File: src/rtl/program_counter.sv
// -----------------------------------------------------------------------------
// program_counter
//
// 32-bit program counter for the MIMA RV32 fetch stage. The register holds the
// address of the instruction being fetched. On every rising clock edge it
// either steps to the next sequential instruction, loads an absolute jump
// target, or adds a signed offset to the current value.
//
// Ports:
//   clk  in   1   system clock; all state changes on the rising edge
//   rst  in   1   synchronous, active-high reset; loads RESET_VECTOR
//   jmp  in   1   jump request for the current cycle
//   rel  in   1   qualifies jmp: 1 = cur + nxt, 0 = nxt (ignored when jmp=0)
//   nxt  in  32   absolute target, or two's-complement offset when rel=1
//   cur  out 32   current PC, driven straight from the state register
//
// Parameters:
//   RESET_VECTOR  address loaded by reset
//   STEP          sequential increment in bytes (one RV32 instruction)
//
// All arithmetic is modulo 2^32. Wrap-around in either direction is legal, and
// there is no alignment masking: a misaligned target is passed through
// untouched so the trap logic downstream can see it.
// -----------------------------------------------------------------------------
module program_counter #(
  parameter logic [31:0] RESET_VECTOR = 32'h0000_0000,
  parameter logic [31:0] STEP         = 32'd4
) (
  input  logic        clk,
  input  logic        rst,
  input  logic        jmp,
  input  logic        rel,
  input  logic [31:0] nxt,
  output logic [31:0] cur
);

  // Where the next PC value comes from. Naming the choice keeps the priority
  // ordering readable and separates it from the datapath arithmetic.
  typedef enum logic [1:0] {
    SRC_RESET = 2'd0,
    SRC_SEQ   = 2'd1,
    SRC_ABS   = 2'd2,
    SRC_REL   = 2'd3
  } pc_src_e;

  logic [31:0] pc_q;
  logic [31:0] pc_d;
  logic [31:0] seq_addr;
  logic [31:0] rel_addr;
  pc_src_e     pc_src;

  // Both adders are plain 32-bit adds. A carry out of bit 31 is simply
  // dropped, which gives the required wrap-around. A negative offset is just a
  // large unsigned addend, so backward jumps need no special handling.
  assign seq_addr = pc_q + STEP;
  assign rel_addr = pc_q + nxt;

  // Priority: reset over jump, and jump over sequential. rel only has an
  // effect when jmp is set.
  always_comb begin
    // NOTE: every output of a combinational block gets a default before any
    // branch. A missing assignment on some path would infer a latch.
    pc_src = SRC_SEQ;
    if (rst) begin
      pc_src = SRC_RESET;
    end else if (jmp) begin
      pc_src = rel ? SRC_REL : SRC_ABS;
    end
  end

  always_comb begin
    pc_d = seq_addr;
    unique case (pc_src)
      SRC_RESET: pc_d = RESET_VECTOR;
      SRC_SEQ:   pc_d = seq_addr;
      SRC_ABS:   pc_d = nxt;
      SRC_REL:   pc_d = rel_addr;
    endcase
  end

  // Reset is synchronous, so it is just the highest-priority source in the
  // next-state mux above, and the register itself is a plain flop.
  always_ff @(posedge clk) begin
    // NOTE: sequential state uses non-blocking assignment. Every flop then
    // samples its pre-edge inputs, so a relative jump adds nxt to the old PC.
    pc_q <= pc_d;
  end

  // cur comes straight from the register. No input reaches it without first
  // passing through a clock edge.
  assign cur = pc_q;

endmodule

File: config.mk
export PLATFORM = sky130hd
export DESIGN_NAME = program_counter
export DESIGN_NICKNAME = d
export VERILOG_FILES = /design/src/rtl/program_counter.sv
export SDC_FILE = /design/constraint.sdc
export NUM_CORES = 1
export LEC_CHECK = 0
export CORE_MARGIN = 10
export CORE_UTILIZATION = 57
export CTS_CLUSTER_SIZE = 24
export DETAILED_ROUTE_END_ITERATION = 8
export GPL_TIMING_DRIVEN = 0
export PLACE_DENSITY = 0.91
export SYNTH_ARGS = -nofsm -noshare
export SYNTH_HDL_FRONTEND = slang
export SYNTH_SLANG_ARGS = --single-unit
File: constraint.sdc
create_clock -name clk -period 6.8 [get_ports clk]
set_input_delay 1.36 -clock clk [delete_from_list [all_inputs] [get_ports clk]]
set_output_delay 1.36 -clock clk [all_outputs]
set_load 0.03 [all_outputs]
==> flow_summary.toml, run 1 <==
[power_and_ir_drop]
power_per_cell_area_mw_per_mm2 = 187
peak_vdd_ir_uv = 103
static-leakage-power_nw = 1.72

[setup_path]
critPathMaxStageDelay_ns = 0.50
worst-setup-path-type = "in2reg"
startpoint_class = "primary input"
worst_ep_required_time_ns = 6.97
cp_slowest_cell = "sky130_fd_sc_hd__clkdlybuf4s50_1"
worst-endpoint-arrival_ns = 4.37
worstPathCellList = "clkdlybuf4s50_1 > ha_1 > inv_1 > fa_1 > and2b_1 > o21a_2 > o21ai_2 > a2111oi_4 > o41ai_2 > o31a_4 > o31ai_4 > xnor2_1 > o21ai_1"
maximum_fanout_along_the_worst_path = 5
timing.critical_path.max_delay_family = "compound AO/OA/AOI/OAI gates"
critPathCaptureType = "register"
crit_buf_inv = 2

[cts]
clock_tree.buffer_depth = 2
clk-insertion-delay-late_ns = 0.30
clock-sinks = 32
cts_inserted_buffers = 5
cell_at_the_root_of_the_clock_tree = "sky130_fd_sc_hd__clkbuf_8"
tritoncts = "yes"
post_cts_resize_count = 0
cts.htree.levels = 2
cts.reportedPaths.clkPinSlew_ns = 0.08
buffers_inserted_by_post_cts_timing_repair = 0
cts_hold_repair.buffers = 0

[detailed_routing]
ant_nets = 0
vias = 3699
route.detailed.vias_per_inst = 6.33
drt_pass1_iterations = 7
drt_drc_violations_left = 0
drt-initial-drc-count = 288
drt-wirelength-per-cell_um = 18.0
drt-total-wl_mm = 10.5

[layout]
finalInstanceArea_sq_mm = 0.00426
fin_nets = 577
largest_reg_flops = 32
area_added_between_synthesis_and_finish_pct = 24.6
diodes = 0
layout-drive-gt1-share_pct = 5.30
finish.utilization_pct = 72.4

[sta]
tightest_slew_ns = 0.956
fin_ws_ns = 2.60
final_max_slew_viol_count = 0
setup_tns_ns = 0
timing.final.setup_violations = 0
finalHoldViolations = 0
skew_ns = 0.0109
fmax_mhz = 238
post-route-min-period_ns = 4.20
rsz0062_at_grt = "false"
final_min_period_over_clock_period_pct = 61.8
slew_headroom_pct = 36.0

[global_routing]
number_of_global_route_vias_before_repair = 3527
maximum_number_of_pins_on_one_net_before_global_route_repair = 11
grt_antenna_before_repair = 0
overflow = 0
grt.total_usage_pct = 20.7
grt_first_pass_wirelength_mm = 16.8

[yosys]
ys_types = 56
fraction_of_synthesized_cell_area_in_xor_and_xnor_cells_pct = 13.3
yosys.area_share.simple_pct = 19.7
synth_top_area_cell = "sky130_fd_sc_hd__dfxtp_1"
synth_top_area_share_pct = 17.6
net_count_synth = 505
synthesis.yosys.warnings = 0
sequential_cell_area_fraction_in_the_yosys_report_pct = 19.3
main_combinational_cell_family_by_area_after_synthesis = "compound AO/OA/AOI/OAI gates"
synth-seq-cells = 32
synth_area_leaders = "sky130_fd_sc_hd__dfxtp_1, sky130_fd_sc_hd__ha_1, sky130_fd_sc_hd__xnor2_1, sky130_fd_sc_hd__o21ai_0, sky130_fd_sc_hd__a21oi_1"
synthesis.instances = 436
muxShareOfSynthArea_pct = 4.43
async_flop_share_pct = 0
syn-mean-instance-area_sq_um = 7.85
cell_area_after_synthesis_sq_mm = 0.00342
compound_cell_area_share_of_the_yosys_netlist_pct = 26.8
synth_fa_ha_area_share_pct = 12.3
postSynth.topFlopCell = "sky130_fd_sc_hd__dfxtp_1"
synth_edf_count = 2

[floorplanning]
rows = 28
die_area_sq_mm = 0.00950
die-width_um = 97.5
chipHeight_um = 97.5
start_util_pct = 58.1
core_area_sq_mm = 0.00589
num_io_pins = 68

[place]
dpl_worst_slack_ns = 2.34
portBuffers = 65
placement.cell_area_sq_mm = 0.00417
gp_congestion = 0.965
hpwlAfterDp_mm = 8.05

[job]
max_cap_violations = 0

[outcome]
status = "completed"

[min_path]
hold_path_class = "reg2reg"
cell type report:
class	instances	area, sq um
Buffer	19	76.3
Clock buffer	6	82.6
Clock inverter	2	10.0
Fill cell	461	1620
Inverter	17	63.8
Multi-Input combinational cell	368	2630
Sequential cell	32	661
Tap cell	75	93.8
Timing Repair Buffer	65	651
power breakdown:
group          switching [mW]  internal [mW]  leakage (nW)
logic                   0.220          0.172          1.40
registers              0.0298          0.210         0.271
clock network          0.0836         0.0810        0.0510
final timing paths:
| kind | from | endpoint | slack [ns] | depth (start not counted) |
|---|---|---|---|---|
| setup reg to reg | cur[0] | cur[24] | 3.82 | 12 |
| hold reg to reg | cur[14] | cur[14] | 0.65 | 3 |
| setup / recovery | nxt[0] | cur[24] | 2.60 | 13 |
| hold / removal | cur[14] | cur[14] | 0.65 | 3 |
cell families after synthesis:
group / after synthesis
simple gates: 135
compound gates: 133
xor+xnor: 52
buf+inv: 36
fa+ha+maj: 33
flops: 32
mux: 15
worst reg2reg max path, delay by kind of cell, from the launching register on:
kind	cells	cell delay, ns
flops	1	0.35
buf+inv	1	0.06
fa+ha+maj	2	0.57
compound gates	7	1.51
xor+xnor	1	0.15
simple gates	1	0.22
per-stage QoR:
step / power [mW] / hold slack, ns / cells
finish: 0.797 / 0.652 / 584
global placement: 0.615 / 0.634 / 576
floorplan: 0.510 / 0.738 / 436
CTS: 0.791 / 0.660 / 584
detailed placement: 0.627 / 0.643 / 576
global route: 0.836 / 0.704 / 584
metal layers:
layer | track usage [%] | up-vias | part of all wire, %
li1 | - | 1750 | -
met1 | 24.6 | 1735 | 43
met2 | 35.2 | 184 | 47
met3 | 4.13 | 30 | 7.2
met4 | 8.84 | 0 | 2.9
met5 | 0 | - | 0
synthesized netlist by cell type (all sizes together) (7+ instances only):
cell    instances
dfxtp          30
xor2           17
nand3          19
a21oi          32
xnor2          35
nor3            7
o21ai          37
nand4           7
o211ai          7
mux2i          14
ha             32
clkbuf         15
nor2           35
a21o            7
and3           13
inv            17
nand2          36
a211oi         15
a22oi          13
placed cells by master, fill, tap and decap left out, types with 13 or more instances in the layout:
cell type,synthesis,routed
sky130_fd_sc_hd__xor2_1,17,17
sky130_fd_sc_hd__clkdlybuf4s50_1,0,65
sky130_fd_sc_hd__nand3_1,18,18
sky130_fd_sc_hd__o21ai_0,34,34
sky130_fd_sc_hd__clkbuf_1,14,14
sky130_fd_sc_hd__nand2_1,36,36
sky130_fd_sc_hd__nor2_1,35,35
sky130_fd_sc_hd__a21oi_1,32,32
sky130_fd_sc_hd__dfxtp_1,30,30
sky130_fd_sc_hd__mux2i_1,14,14
sky130_fd_sc_hd__and3_1,13,13
sky130_fd_sc_hd__ha_1,32,32
sky130_fd_sc_hd__a22oi_1,13,13
sky130_fd_sc_hd__xnor2_1,35,35
sky130_fd_sc_hd__a211oi_1,15,15
sky130_fd_sc_hd__inv_1,17,17
No activity file was read; power rests on OpenSTA's default activity.
==> run 2, diff against run 1 <==
- CORE_UTILIZATION: 57 -> 53
- PLACE_DENSITY: 0.91 -> 0.86
- clock period: 6.8 -> 4.25 ns (I/O delays scaled with it)
==> run 2 against run 1 <==
First-iteration DRC count down 8.7%. Cell area down 0.21%. Worst hold slack better by 0.0052 ns. Combinational power grew 59%. Non-clock buffer count unchanged. Final cell count up 0.34%. Register-to-register slack lost 2.5 ns. Critical path depth unchanged. Critical endpoint unchanged. Largest power group unchanged. Highest routed layer unchanged.
==> flow_summary.toml, run 2 (synthesized netlist as in run 1, its figures left out) <==
[power_and_ir_drop]
power.total_mw = 1.25
static-leakage-power_nw = 1.71
peak_vdd_ir_uv = 144
power_per_cell_area_mw_per_mm2 = 293

[place]
placement.cell_area_sq_mm = 0.00417
gp_congestion = 0.936
hpwlAfterDp_mm = 8.30
portBuffers = 65

[outcome]
status = "completed"

[floorplanning]
chipHeight_um = 100
die_area_sq_mm = 0.0101
num_io_pins = 68
die-width_um = 100
start_util_pct = 54.2
rows = 29
core_area_sq_mm = 0.00631

[layout]
most-common-layout-cells = "sky130_fd_sc_hd__clkdlybuf4s50_1, sky130_fd_sc_hd__nand2_1, sky130_fd_sc_hd__nor2_1, sky130_fd_sc_hd__xnor2_1, sky130_fd_sc_hd__o21ai_0"
largest_reg_flops = 32
mostFrequentLayoutCell = "sky130_fd_sc_hd__clkdlybuf4s50_1"
layout-drive-gt1-share_pct = 4.91
diodes = 0
area_added_between_synthesis_and_finish_pct = 24.4
fin_nets = 577
finalInstanceArea_sq_mm = 0.00425

[sta]
tightest_slew_ns = 0.971
skew_ns = 0.00741
setup_tns_ns = 0
finalHoldViolations = 0
fmax_mhz = 273
post-route-min-period_ns = 3.66
timing.final.setup_violations = 0
final_max_slew_viol_count = 0
final_min_period_over_clock_period_pct = 86.1
rsz0062_at_grt = "false"
slew_headroom_pct = 35.0

[detailed_routing]
drt-wirelength-per-cell_um = 18.1
drt_pass1_iterations = 5
vias = 3642
drt-total-wl_mm = 10.6
ant_nets = 0
drt-initial-drc-count = 263
route.detailed.vias_per_inst = 6.22
drt_drc_violations_left = 0

[setup_path]
startpoint_class = "primary input"
worst_ep_required_time_ns = 4.41
critPathCaptureType = "register"
worstPathCellList = "clkdlybuf4s50_1 > ha_1 > inv_1 > fa_1 > and2b_1 > o21a_2 > o21ai_2 > a2111oi_4 > o41ai_2 > o31a_4 > o31ai_4 > xnor2_1 > o21ai_1"
critPathMaxStageDelay_ns = 0.49
cp_slowest_cell = "sky130_fd_sc_hd__clkdlybuf4s50_1"
worst-setup-path-type = "in2reg"
maximum_fanout_along_the_worst_path = 5
worst-endpoint-arrival_ns = 3.82

[global_routing]
overflow = 0
number_of_global_route_vias_before_repair = 3536
maximum_number_of_pins_on_one_net_before_global_route_repair = 11
grt_antenna_before_repair = 0
grt_first_pass_wirelength_mm = 17.1
grt.total_usage_pct = 20.4

[cts]
cts.reportedPaths.clkPinSlew_ns = 0.07
post_cts_resize_count = 0
clock-sinks = 32
buffers_inserted_by_post_cts_timing_repair = 0
cts_inserted_buffers = 5
clk-insertion-delay-late_ns = 0.29
cts_hold_repair.buffers = 0
cts.htree.levels = 2
clock_tree.buffer_depth = 2
cell_at_the_root_of_the_clock_tree = "sky130_fd_sc_hd__clkbuf_8"
tritoncts = "yes"

[min_path]
hold_path_class = "reg2reg"

[job]
max_cap_violations = 0
==> run 2: path summary, 6_finish.rpt <==
check | from | to | slack (ns) | cells past startpoint
worst max-delay path | nxt[0] | cur[24] | 0.59 | 13
worst max register to register | cur[0] | cur[24] | 1.28 | 12
worst min-delay path | cur[14] | cur[14] | 0.66 | 3
worst min register to register | cur[14] | cur[14] | 0.66 | 3
==> run 2: final cells by class <==
type	instances	area, sq um
plain buffers	19	76.3
clock buffers	7	76.3
clock inverters	1	5.00
fillers	553	2060
inverters	17	63.8
multi-input cells	368	2630
flip-flops and latches	32	661
well taps	77	96.3
repair buffers	65	651
==> run 2: stage by stage <==
| step | utilization, % | hold slack (ns) | std cells | setup slack [ns] |
|---|---|---|---|---|
| floorplan | - | 0.738 | 436 | 1.09 |
| global route | 67.4 | 0.701 | 586 | 0.414 |
| global placement | 66.0 | 0.632 | 578 | 0.346 |
| finish | 67.4 | 0.657 | 586 | 0.591 |
| detailed placement | 66.1 | 0.640 | 578 | 0.317 |
| CTS | 67.4 | 0.658 | 586 | 0.609 |
==> run 2: routing by layer <==
layer	global-route usage [%]	vias to the layer above	part of all wire, %
li1	-	1747	-
met1	23.8	1688	39
met2	35.6	179	49
met3	4.40	28	9.5
met4	7.61	0	2.7
met5	0	-	0
==> run 2: worst max-delay path, delay by kind of cell <==
kind | cells | cell delay, ns
simple gates | 1 | 0.22
xor+xnor | 1 | 0.15
compound gates | 7 | 1.46
buf+inv | 2 | 0.56
fa+ha+maj | 2 | 0.58
==> run 2: power breakdown <==
part | switching [mW] | internal [mW] | leakage, nW
Combinational | 0.350 | 0.275 | 1.40
Clock | 0.123 | 0.115 | 0.0422
Sequential | 0.0472 | 0.337 | 0.271
